### src/rtl/play_core.sv
// SDRAM playback engine: fetches a block of 32-bit words into a small FIFO and streams them to a stereo DAC.
// Define PLAY_MONO_EN to treat each word as two consecutive mono samples that drive both channels.
module play_core #(
    parameter int FIFO_DEPTH = 8
) (
    input  logic        i_clk,
    input  logic        i_rst,
    input  logic        play_start,
    input  logic        play_stop,
    input  logic [22:0] play_start_addr,
    input  logic [22:0] play_length,
    output logic        play_busy,
    output logic        play_done,
    output logic        play_read,
    output logic [22:0] play_addr,
    input  logic [31:0] play_readdata,
    input  logic        play_read_finished,
    output logic [15:0] to_dac_left_channel_data,
    output logic        to_dac_left_channel_valid,
    input  logic        to_dac_left_channel_ready,
    output logic [15:0] to_dac_right_channel_data,
    output logic        to_dac_right_channel_valid,
    input  logic        to_dac_right_channel_ready
);

    localparam int AW = $clog2(FIFO_DEPTH);

    typedef enum logic [1:0] {S_IDLE, S_FETCH, S_DRAIN, S_DONE} state_t;

    state_t      r_state;
    state_t      w_state_nxt;
    logic        r_read;
    logic [22:0] r_addr;
    logic [22:0] r_remaining;
    logic        r_stop;
    logic [31:0] r_mem [FIFO_DEPTH];
    logic [AW:0] r_wr_ptr;
    logic [AW:0] r_rd_ptr;
    logic        r_acc_l;
    logic        r_acc_r;
`ifdef PLAY_MONO_EN
    logic        r_half;
`endif

    logic        w_active;
    logic        w_stop_req;
    logic        w_rd_done;
    logic        w_abort;
    logic        w_push;
    logic        w_pop;
    logic        w_issue;
    logic [AW:0] w_count;
    logic        w_empty;
    logic        w_full;
    logic [31:0] w_head;
    logic        w_valid_l;
    logic        w_valid_r;
    logic        w_take_l;
    logic        w_take_r;
    logic        w_both;

    assign w_active   = (r_state == S_FETCH) || (r_state == S_DRAIN);
    assign w_stop_req = w_active && (r_stop || play_stop);
    assign w_rd_done  = r_read && play_read_finished;
    // A stop with a read in flight waits for its completion; that word is thrown away.
    assign w_abort    = w_stop_req && (!r_read || play_read_finished);
    assign w_push     = w_rd_done && !w_stop_req;
    assign w_count    = r_wr_ptr - r_rd_ptr;
    assign w_empty    = (w_count == '0);
    assign w_full     = (w_count == (AW+1)'(FIFO_DEPTH));
    assign w_issue    = (r_state == S_FETCH) && !r_read && !w_stop_req
                        && (r_remaining != '0) && !w_full;
    assign w_head     = r_mem[r_rd_ptr[AW-1:0]];

    assign w_valid_l  = !w_empty && !r_acc_l;
    assign w_valid_r  = !w_empty && !r_acc_r;
    assign w_take_l   = r_acc_l || (w_valid_l && to_dac_left_channel_ready);
    assign w_take_r   = r_acc_r || (w_valid_r && to_dac_right_channel_ready);
    assign w_both     = !w_empty && w_take_l && w_take_r;
`ifdef PLAY_MONO_EN
    assign w_pop      = w_both && r_half;
`else
    assign w_pop      = w_both;
`endif

    always_ff @(posedge i_clk) begin
        if (i_rst) begin
            r_state <= S_IDLE;
        end else begin
            r_state <= w_state_nxt;
        end
    end

    always_comb begin
        w_state_nxt = r_state;
        unique case (r_state)
            S_IDLE: begin
                if (play_start) begin
                    w_state_nxt = (play_length == '0) ? S_DONE : S_FETCH;
                end
            end
            S_FETCH: begin
                if (w_abort) begin
                    w_state_nxt = S_DONE;
                end else if (w_rd_done && (r_remaining == 23'd1)) begin
                    w_state_nxt = S_DRAIN;
                end
            end
            S_DRAIN: begin
                if (w_abort || w_empty) begin
                    w_state_nxt = S_DONE;
                end
            end
            S_DONE:  w_state_nxt = S_IDLE;
            default: w_state_nxt = S_IDLE;
        endcase
    end

    always_comb begin
        play_busy                  = (r_state != S_IDLE);
        play_done                  = (r_state == S_DONE);
        play_read                  = r_read;
        play_addr                  = r_addr;
        to_dac_left_channel_valid  = w_valid_l;
        to_dac_right_channel_valid = w_valid_r;
        to_dac_left_channel_data   = '0;
        to_dac_right_channel_data  = '0;
        if (!w_empty) begin
`ifdef PLAY_MONO_EN
            to_dac_left_channel_data  = r_half ? w_head[15:0] : w_head[31:16];
            to_dac_right_channel_data = r_half ? w_head[15:0] : w_head[31:16];
`else
            to_dac_left_channel_data  = w_head[31:16];
            to_dac_right_channel_data = w_head[15:0];
`endif
        end
    end

    // Read request and address/length bookkeeping
    always_ff @(posedge i_clk) begin
        if (i_rst) begin
            r_read      <= 1'b0;
            r_addr      <= '0;
            r_remaining <= '0;
            r_stop      <= 1'b0;
        end else begin
            r_stop <= w_stop_req && !w_abort;
            if (w_rd_done) begin
                r_read <= 1'b0;
            end else if (w_issue) begin
                r_read <= 1'b1;
            end
            if ((r_state == S_IDLE) && play_start) begin
                r_addr      <= play_start_addr;
                r_remaining <= play_length;
            end else if (w_rd_done) begin
                r_addr      <= r_addr + 23'd1;
                r_remaining <= r_remaining - 23'd1;
            end
        end
    end

    // FIFO pointers and per-channel acceptance tracking
    always_ff @(posedge i_clk) begin
        if (i_rst || w_abort) begin
            r_wr_ptr <= '0;
            r_rd_ptr <= '0;
            r_acc_l  <= 1'b0;
            r_acc_r  <= 1'b0;
`ifdef PLAY_MONO_EN
            r_half   <= 1'b0;
`endif
        end else begin
            if (w_push) begin
                r_wr_ptr <= r_wr_ptr + 1'b1;
            end
            if (w_pop) begin
                r_rd_ptr <= r_rd_ptr + 1'b1;
            end
            if (w_both) begin
                r_acc_l <= 1'b0;
                r_acc_r <= 1'b0;
`ifdef PLAY_MONO_EN
                r_half  <= !r_half;
`endif
            end else begin
                r_acc_l <= w_take_l;
                r_acc_r <= w_take_r;
            end
        end
    end

    always_ff @(posedge i_clk) begin
        if (w_push) begin
            r_mem[r_wr_ptr[AW-1:0]] <= play_readdata;
        end
    end

endmodule

### config.mk
export PLATFORM = sky130hd
export DESIGN_NAME = play_core
export DESIGN_NICKNAME = d
export VERILOG_FILES = /design/src/rtl/play_core.sv
export SDC_FILE = /design/constraint.sdc
export NUM_CORES = 1
export LEC_CHECK = 0
export ABC_AREA = 1
export CAP_MARGIN = 25
export CORE_MARGIN = 2
export CORE_UTILIZATION = 35
export DETAILED_ROUTE_END_ITERATION = 7
export GPL_ROUTABILITY_DRIVEN = 0
export HOLD_SLACK_MARGIN = 0.15
export MAX_ROUTING_LAYER = met4
export PLACE_DENSITY_LB_ADDON = 0.05
export SLEW_MARGIN = 5
export SYNTH_ARGS = -nofsm -noshare
export SYNTH_HDL_FRONTEND = slang
export SYNTH_SLANG_ARGS = --single-unit
### constraint.sdc
create_clock -name i_clk -period 4.2 [get_ports i_clk]
set_input_delay 0.42 -clock i_clk [delete_from_list [all_inputs] [get_ports i_clk]]
set_output_delay 0.42 -clock i_clk [all_outputs]
set_load 0.02 [all_outputs]
==> flow_summary.json <==
{
  "rsz0062_at_grt": "no",
  "fp.dieH_um": 205,
  "cts_tree": "done",
  "dp.cells": 2006,
  "arrival_ns": 3.34,
  "crit_path_end": "to_dac_left_channel_data[13]",
  "hp-class": "primary input to flip-flop",
  "dr.first_iter.drc_count": 540,
  "r2r-end": "r_mem[0][11]$_DFFE_PP_",
  "fin_cells": 2075,
  "maxCapViolations": 0,
  "endpoint_kind": "output port",
  "rr_startpoint": "r_state[0]$_SDFFE_PP0P_",
  "cts_made_buffers": 38,
  "leakage_nw": 6.13,
  "drive_gt1_frac": 0.0724,
  "clk_latency_ns": 0.54,
  "start_util": 0.355,
  "syn_inst": 1386,
  "cts.reportedPaths.clkPinSlew_ns": 0.06,
  "antenna_found_initial": 2,
  "wl_mm": 37.5,
  "drtAntennaViolNets": 0,
  "finClkSkew_ns": 0.0171,
  "crit_fanout": 23,
  "die_w_um": 205,
  "setup_viol": 0,
  "cts_resized": 0,
  "tightestPinTransition_ns": 0.667,
  "grt_max_degree": 129,
  "power_density_mw_per_mm2": 534,
  "hpwl_mm": 22.9,
  "io-pin-count": 145,
  "cp-start-kind": "flip-flop",
  "period_minus_slack_ns": 3.76,
  "drv_slew": 0,
  "synth.cell_area_mm2": 0.0141,
  "yosysWarnings": 0,
  "htreeDepth": 2,
  "fin_hold_ws_ns": 0.477,
  "overflow": 0,
  "grt_pass1_vias": 10200,
  "ys_seq_area_frac": 0.634,
  "hold_viol_final": 0,
  "ir_drop_uv": 250,
  "ys_types": 45,
  "cts_root_buffer": "clkbuf_16",
  "dr.pass1.iters": 5,
  "num_rows": 73,
  "post-route-period-util": 0.895,
  "die-area_mm2": 0.0419,
  "crit_start": "r_rd_ptr[2]$_SDFFE_PP0P_",
  "coreArea_mm2": 0.0397,
  "syn_area_per_cell_um2": 10.2,
  "hold_buffers": 0,
  "area_delta_synth_final_pct": 23.6,
  "utilization": 0.439,
  "clockBufferDepth": 3,
  "synth_seq_cells": 319,
  "run_status": "finished clean",
  "reg2reg_depth": 8,
  "finalSetupTns_ns": 0,
  "path_class": "flip-flop to output port",
  "cts_sinks": 319,
  "worst_slew_margin_rel": 0.555,
  "avgRoutedWirePerCell_um": 18.1,
  "cts_setup_buffers": 0,
  "finalPower_mw": 9.31,
  "drc": 0,
  "vias_per_cell": 5.00,
  "grt_usage": 0.186,
  "syn_nets": 1485,
  "vias": 10400,
  "required_ns": 3.78,
  "fmax_ghz": 0.266,
  "grt_pass1_wl_mm": 58.2,
  "io_buffer_count": 144,
  "r2r_setup_slack_ns": 1.43,
  "fin_nets": 1621
}
==> how the worst min path moves through the flow <==
| stage | start | end | slack, ns | cells past startpoint |
|---|---|---|---|---|
| finish | play_start_addr[12] | play_addr[12]$_SDFFE_PP0P_ | 0.48 | 3 |
| global route | play_start_addr[9] | play_addr[9]$_SDFFE_PP0P_ | 0.49 | 3 |
| CTS | play_start_addr[12] | play_addr[12]$_SDFFE_PP0P_ | 0.45 | 3 |
| detailed placement | r_remaining[1]$_SDFFE_PP0P_ | r_remaining[1]$_SDFFE_PP0P_ | 0.49 | 2 |
| global placement | r_rd_ptr[3]$_SDFFE_PP0P_ | r_rd_ptr[3]$_SDFFE_PP0P_ | 0.48 | 2 |
| floorplan | r_rd_ptr[3]$_SDFFE_PP0P_ | r_rd_ptr[3]$_SDFFE_PP0P_ | 0.45 | 2 |
==> sequential cells by signal, summed over array words and instances (netlist names), 2 cells and up, named ones only <==
name	cells
r_remaining	23
r_state	2
r_wr_ptr	4
r_mem	256
play_addr	23
r_rd_ptr	4
==> cell usage in the layout, fill, tap and decap left out, drive strengths merged, types with 15 or more instances in the layout <==
cell           synthesis  routed
a21oi                 97      97
a31oi                 19      19
a32o                  31      31
a32oi                 32      32
buf                   37      23
clkbuf                34      49
clkdlybuf4s50          0     144
clkinv                 1      15
dfxtp                 63      63
edfxtp               256     256
inv                   86      88
nand2                410     410
nand3                 49      49
nor2                 123     123
o21ai                 66      66
==> report_power, final <==
group / switching (mW) / internal (mW) / leakage (nW)
clock network: 1.28 / 1.78 / 0.558
logic: 1.56 / 0.928 / 2.75
registers: 0.173 / 3.59 / 2.82
total: 3.01 / 6.30 / 6.13
==> synth_stat cells, drive strengths merged <==
cell type,count,area share
a211oi,2,0.0011
a21boi,1,0.00053
a21o,1,0.00062
a21oi,97,0.035
a22oi,2,0.0011
a2bb2oi,1,0.00062
a31oi,19,0.0084
a32o,31,0.022
a32oi,32,0.020
and2,2,0.00089
buf,37,0.013
clkbuf,34,0.0090
clkinv,1,0.00027
dfxtp,63,0.089
edfxtp,256,0.54
ha,14,0.012
inv,86,0.023
nand2,410,0.11
nand3,49,0.018
nand3b,5,0.0027
nand4,10,0.0044
nor2,123,0.036
nor3,12,0.0051
nor4,7,0.0031
o21ai,66,0.024
o21bai,2,0.0011
o311ai,1,0.00062
o32ai,2,0.0012
or2,4,0.0018
xnor2,3,0.0019
xor2,13,0.0081
==> cell type report <==
cell class / count / area, um^2
fillers: 3869 / 22300
flip-flops and latches: 319 / 8960
multi-input cells: 909 / 4590
repair buffers: 167 / 1760
clock buffers: 49 / 1020
well taps: 525 / 657
inverters: 87 / 329
clock inverters: 17 / 116
diodes: 2 / 5.00
==> metrics by stage <==
step	area, um^2	setup WS (ns)
3_3_place_gp	16200	1.04
5_1_grt	17400	0.132
2_1_floorplan	14100	1.11
6_report	17400	0.442
3_5_place_dp	16300	0.915
4_1_cts	17400	0.324
==> metal layers <==
| metal | vias to the layer above | GRT usage | wire length [um] |
|---|---|---|---|
| met5 | - | - | 0 |
| met4 | 0 | 0.0484 | 758 |
| met3 | 54 | 0.0323 | 1940 |
| met2 | 226 | 0.307 | 18000 |
| met1 | 4991 | 0.235 | 16800 |
| li1 | 5112 | - | - |
==> worst max-delay path: stages (launching register included) <==
cell	delay (ns)
dfxtp_1	0.39
inv_1	0.06
ha_1	0.30
or2_1	0.23
nand2_1	0.07
nand2_1	0.06
nand2_1	0.07
nand2_2	0.11
inv_1	0.37
buf_4	0.42
nor2_1	0.12
clkdlybuf4s50_1	0.60
==> kinds of logic after synthesis <==
group,synth area share
AND/OR/NAND/NOR,0.183
flip-flops,0.634
AO/OA/AOI/OAI,0.115
buffers and inverters,0.0451
XOR/XNOR,0.00993
adder cells (fa/ha/maj),0.0124
Note: power is estimated with default switching activity, not from simulation.
